File: src/rtl/cbx_param_pkg.sv
// cbx_param_pkg: shared types and elaboration-time helpers for the parametrised X-channel connection block.
// Rev 1.0
`default_nettype none

package cbx_param_pkg;

  typedef enum logic [1:0] {
    UNCONF  = 2'd0,
    LOADING = 2'd1,
    CONF    = 2'd2
  } cfg_state_e;

  function automatic int sel_w(input int mux_size);
    return (mux_size < 2) ? 1 : $clog2(mux_size);
  endfunction

  // Track tapped by input pair j of ipin i; pairs are spread evenly across the channel.
  function automatic int track_idx(input int i, input int j, input int chan_width, input int mux_size);
    return (i + j * (chan_width / (mux_size / 2))) % chan_width;
  endfunction

endpackage

`default_nettype wire

File: src/rtl/cbx_ipin_mux.sv
// cbx_ipin_mux: MUX_SIZE:1 binary-select mux driving one grid input pin.
// Rev 1.0
`default_nettype none

module cbx_ipin_mux #(
  parameter int MUX_SIZE = 4,
  parameter int SEL_W    = 2
) (
  input  logic [MUX_SIZE-1:0] in_i,
  input  logic [SEL_W-1:0]    sel_i,
  output logic                out_o
);

  assign out_o = in_i[sel_i];

endmodule

`default_nettype wire

File: src/rtl/cbx_param_cfg.sv
// cbx_param_cfg: parametrised X-channel connection block with its own serial configuration chain controller.
// Rev 1.0
`default_nettype none

module cbx_param_cfg
  import cbx_param_pkg::*;
#(
  parameter int CHAN_WIDTH  = 10,
  parameter int NUM_IPIN    = 11,
  parameter int MUX_SIZE    = 4,
  parameter int SEL_W       = sel_w(MUX_SIZE),
  parameter int CHAIN_LEN   = NUM_IPIN * SEL_W,
  parameter bit GATE_UNCONF = 1'b1
) (
  input  logic                  prog_clk,
  input  logic                  pReset,
  input  logic                  ccff_head,
  input  logic                  cfg_en,
  input  logic [CHAN_WIDTH-1:0] chanx_left_in,
  input  logic [CHAN_WIDTH-1:0] chanx_right_in,
  output logic [CHAN_WIDTH-1:0] chanx_left_out,
  output logic [CHAN_WIDTH-1:0] chanx_right_out,
  output logic [NUM_IPIN-1:0]   ipin_out,
  output logic                  ccff_tail,
  output logic                  cfg_done
);

  localparam int             CNT_W    = $clog2(CHAIN_LEN + 1);
  localparam int             HALF     = MUX_SIZE / 2;
  localparam logic [CNT_W-1:0] CNT_ONE  = CNT_W'(1);
  localparam logic [CNT_W-1:0] CNT_LAST = CNT_W'(CHAIN_LEN - 1);

  logic [CHAIN_LEN-1:0] cfg_q, cfg_d;
  cfg_state_e           state_q;
  logic [CNT_W-1:0]     cnt_q;
  logic                 done_q;
  logic                 gate_ipins;

  assign chanx_right_out = chanx_left_in;
  assign chanx_left_out  = chanx_right_in;

  always_comb begin
    cfg_d = cfg_q;
    if (cfg_en) begin
      cfg_d[0] = ccff_head;
      for (int k = 1; k < CHAIN_LEN; k++) cfg_d[k] = cfg_q[k-1];
    end
  end

  always_ff @(posedge prog_clk or negedge pReset) begin
    if (!pReset) cfg_q <= '0;
    else         cfg_q <= cfg_d;
  end

  assign ccff_tail = cfg_q[CHAIN_LEN-1];

  // Any enabled edge outside LOADING starts a fresh load, including a reload from CONF.
  always_ff @(posedge prog_clk or negedge pReset) begin
    if (!pReset) begin
      state_q <= UNCONF;
      cnt_q   <= '0;
      done_q  <= 1'b0;
    end else if (cfg_en) begin
      case (state_q)
        LOADING: begin
          if (cnt_q == CNT_LAST) begin
            state_q <= CONF;
            cnt_q   <= '0;
            done_q  <= 1'b1;
          end else begin
            cnt_q   <= cnt_q + CNT_ONE;
          end
        end
        default: begin
          if (CHAIN_LEN == 1) begin
            state_q <= CONF;
            cnt_q   <= '0;
            done_q  <= 1'b1;
          end else begin
            state_q <= LOADING;
            cnt_q   <= CNT_ONE;
            done_q  <= 1'b0;
          end
        end
      endcase
    end
  end

  assign cfg_done   = done_q;
  assign gate_ipins = GATE_UNCONF && (state_q != CONF);

  for (genvar i = 0; i < NUM_IPIN; i++) begin : g_ipin
    logic [MUX_SIZE-1:0] mux_in;
    logic                mux_out;

    for (genvar j = 0; j < HALF; j++) begin : g_src
      localparam int T = track_idx(i, j, CHAN_WIDTH, MUX_SIZE);
      assign mux_in[2*j]   = chanx_left_in[T];
      assign mux_in[2*j+1] = chanx_right_in[T];
    end

    cbx_ipin_mux #(
      .MUX_SIZE(MUX_SIZE),
      .SEL_W   (SEL_W)
    ) u_mux (
      .in_i (mux_in),
      .sel_i(cfg_q[i*SEL_W +: SEL_W]),
      .out_o(mux_out)
    );

    assign ipin_out[i] = mux_out & ~gate_ipins;
  end

endmodule

`default_nettype wire
File: config.mk
export PLATFORM = sky130hd
export DESIGN_NAME = cbx_param_cfg
export DESIGN_NICKNAME = d
export VERILOG_FILES = /design/src/rtl/cbx_param_pkg.sv /design/src/rtl/cbx_ipin_mux.sv /design/src/rtl/cbx_param_cfg.sv
export SDC_FILE = /design/constraint.sdc
export NUM_CORES = 1
export LEC_CHECK = 0
export ABC_AREA = 0
export BUFFER_PORTS_ARGS = -buffer_cell sky130_fd_sc_hd__buf_2
export CORE_MARGIN = 2
export CORE_UTILIZATION = 50
export CTS_BUF_LIST = sky130_fd_sc_hd__clkbuf_8 sky130_fd_sc_hd__clkbuf_16
export DETAILED_ROUTE_END_ITERATION = 10
export HOLD_SLACK_MARGIN = 0.08
export MAX_ROUTING_LAYER = met4
export PLACE_DENSITY = 0.89
export SLEW_MARGIN = 20
export SYNTH_ARGS = -nofsm -noshare
export SYNTH_HDL_FRONTEND = slang
export SYNTH_HIERARCHICAL = 1
export SYNTH_SLANG_ARGS = --single-unit
File: constraint.sdc
create_clock -name prog_clk -period 1.4 [get_ports prog_clk]
set_clock_uncertainty 0.05 [all_clocks]
set_input_delay 0.28 -clock prog_clk [delete_from_list [all_inputs] [get_ports prog_clk]]
set_output_delay 0.28 -clock prog_clk [all_outputs]
set_load 0.05 [all_outputs]
==> metrics.yaml <==
drt:
  drc: 0
  vias_per_cell: 5.14
  via_count: 1238
  routed_wl_mm: 3.58
  drt_iter0_drc: 32
  wl_per_cell_um: 14.9
  drtAntennaViolNets: 0
  first_pass_iters: 4
pwr:
  pwr_density_cell_nw_per_um2: 1580
  leakage_uw: 0.00111
  peakVddDrop_v: 0.000804
  total_power_uw: 3720
setup_path:
  cp.required_ns: 1.07
  crit_type: "reg2out"
  crit_arrival_ns: 1.47
  path_max_fanout: 2
  r2r-start: "cnt_q[1]"
  cp-start-kind: "flip-flop"
  r2r_cells: 5
  worst_r2r_endpoint: "cnt_q[2]"
  cp-end-kind: "output port"
  crit_end: "ipin_out[6]"
  crit_path_start: "cfg_q[12]"
  r2r_slack_ns: 0.04
global_route:
  antenna_found_initial: 0
  grt_pass1_vias: 1213
  grt.overflow.total: 0
  grt_pass1_wl_mm: 5.35
  track_usage_pct: 20.5
  grt_max_degree: 34
status:
  violations: "setup timing"
  outcome: "finished with violations"
floorplan:
  fp.dieH_um: 61.8
  start_util_pct: 50.9
  core_um2: 3280
  die_x_um: 61.8
  num_io_pins: 57
  row_count: 21
  dieArea_um2: 3820
placed_design:
  gp_congestion: 0.757
  port_buffers: 56
  hpwl_mm: 2.68
  placed_area_um2: 2030
hold_path:
  worstHoldPathType: "in2reg"
layout:
  num_antenna_cells: 0
  area_growth_pct: 40.3
  fillers: 209
  drive_gt1_share_pct: 75.9
  nets: 220
  final_area_um2: 2350
logic_synthesis:
  syn_inst: 128
  avgSynthCellArea_um2: 13.1
  ys_types: 27
  synth_seq_area_share_pct: 43.4
  synth_area_um2: 1670
  yosysWarnings: 6
  syn-num-nets: 154
  synth_seq_cells: 29
timing:
  setup_viol: 11
  finalHoldViolations: 0
  max_freq_mhz: 556
  worst_pin_slew_ns: 0.328
  finalCritPeriodShare_pct: 128
  slew_viol_final: 0
  relSlewSlack_pct: 78.1
  rsz0062_at_grt: "yes"
  finalSetupTns_ns: -4.17
  whs_ns: 0.181
  min_period_ns: 1.80
  worst_slack_ns: -0.398
clocking:
  clk_latency_ns: 0.28
  cts_buffers: 5
  cts.clk_slew.worst_paths_ns: 0.06
  cts_root_buf: "clkbuf_8"
  cts_buffer_depth: 2
  cts.sinks: 29
  cts_tree: "done"
  htreeDepth: 2
run:
  cap_violations: 0
[flip-flops by register name (all words and copies together), names as in the netlist]
name and count:
cfg_q 22, cnt_q 5, state_q 2
[cell families (layout without fill, tap and decap cells)]
group / count (synthesis) / after routing / share of synthesized area (%)
buffers and inverters: 29 / 96 / 11.4
and+or+nand+nor: 25 / 25 / 9.12
adders and majority gates: 2 / 2 / 1.50
muxes: 34 / 34 / 30.2
DFF: 29 / 29 / 43.4
AOI/OAI and AO/OA: 9 / 9 / 4.34
[how the worst min path moves through the flow]
| stage | start | end | cells past startpoint |
|---|---|---|---|
| 2_1_floorplan | pReset | cfg_q[0] | 0 |
| 3_5_place_dp | pReset | cfg_q[20] | 1 |
| 5_1_grt | ccff_head | cfg_q[0] | 2 |
| 4_1_cts | ccff_head | cfg_q[0] | 2 |
| 3_3_place_gp | pReset | cfg_q[20] | 1 |
| 6_report | ccff_head | cfg_q[0] | 2 |
[metrics by stage]
stage               setup WS, ns  instances  utilization (%)
floorplan                0.00353        128                -
global placement          -0.150        223             61.7
detailed placement        -0.189        223             61.7
CTS                       -0.412        238             69.8
global route              -0.458        241             71.5
finish                    -0.398        241             71.5
[cell usage in the layout (no fill, tap or decap), drive strengths merged]
master and instances:
mux4 11, a21o 1, dfrtp 29, nor2b 2
and4b 1, buf 83, o221ai 1, o31ai 1
nor3 1, nand3 3, o21a 2, mux2 22
and2 11, or4 1, o22ai 1, clkinv 1
o21ai 1, o2bb2ai 1, nand2b 3, clkbuf 7
o211ai 1, ha 2, nor2 1, nand2 2
inv 4, dlygate4sd3 1, mux2i 1
[metal layers]
| metal | up-vias | track usage (%) | routed length, um |
|---|---|---|---|
| met4 | 0 | 9.12 | 61 |
| met1 | 605 | 20.2 | 1340 |
| li1 | 580 | - | - |
| met3 | 8 | 6.63 | 171 |
| met5 | - | - | 0 |
| met2 | 45 | 36.5 | 2010 |
[critical path, cell delays in order, from the launching register on]
cell     delay, ns
dfrtp_1       0.38
mux4_2        0.51
and2_4        0.16
buf_8         0.14
[area by class of cell]
type	instances	area, um^2	share of cell area [%]
multi-input cells	70	821	35.0
flip-flops and latches	29	728	31.0
repair buffers	84	624	26.6
clock buffers	7	96.3	4.10
well taps	46	57.6	2.45
inverters	4	15.0	0.640
clock inverters	1	5.00	0.213
[where the power goes]
part / leakage, uW / switching (uW) / internal [uW] / total [uW]
Combinational: 0.000712 / 577 / 896 / 1470
Clock: 0.0000542 / 306 / 443 / 749
Sequential: 0.000339 / 315 / 1180 / 1490
[timing repair]
action                     in CTS  in global routing
hold buffers                    1                  0
buffers inserted                6                  3
pin swaps                      10                  4
hold endpoints to repair       13                  0
setup endpoints to repair      13                 15
resized for setup              33                  7
[synth_stat cells, drive strengths merged]
master / n / share of area [%]
a21o: 1 / 0.45
and2: 11 / 4.1
and4b: 1 / 0.60
buf: 24 / 10
clkbuf: 1 / 0.22
dfrtp: 29 / 43
ha: 2 / 1.5
inv: 4 / 0.90
mux2: 22 / 15
mux2i: 1 / 0.60
mux4: 11 / 15
nand2: 2 / 0.45
nand2b: 3 / 1.1
nand3: 3 / 0.90
nor2: 1 / 0.22
nor2b: 2 / 0.75
nor3: 1 / 0.30
o211ai: 1 / 0.45
o21a: 2 / 0.90
o21ai: 1 / 0.30
o221ai: 1 / 0.90
o22ai: 1 / 0.37
o2bb2ai: 1 / 0.52
o31ai: 1 / 0.45
or4: 1 / 0.67
Note: power is estimated with default switching activity, not from simulation.
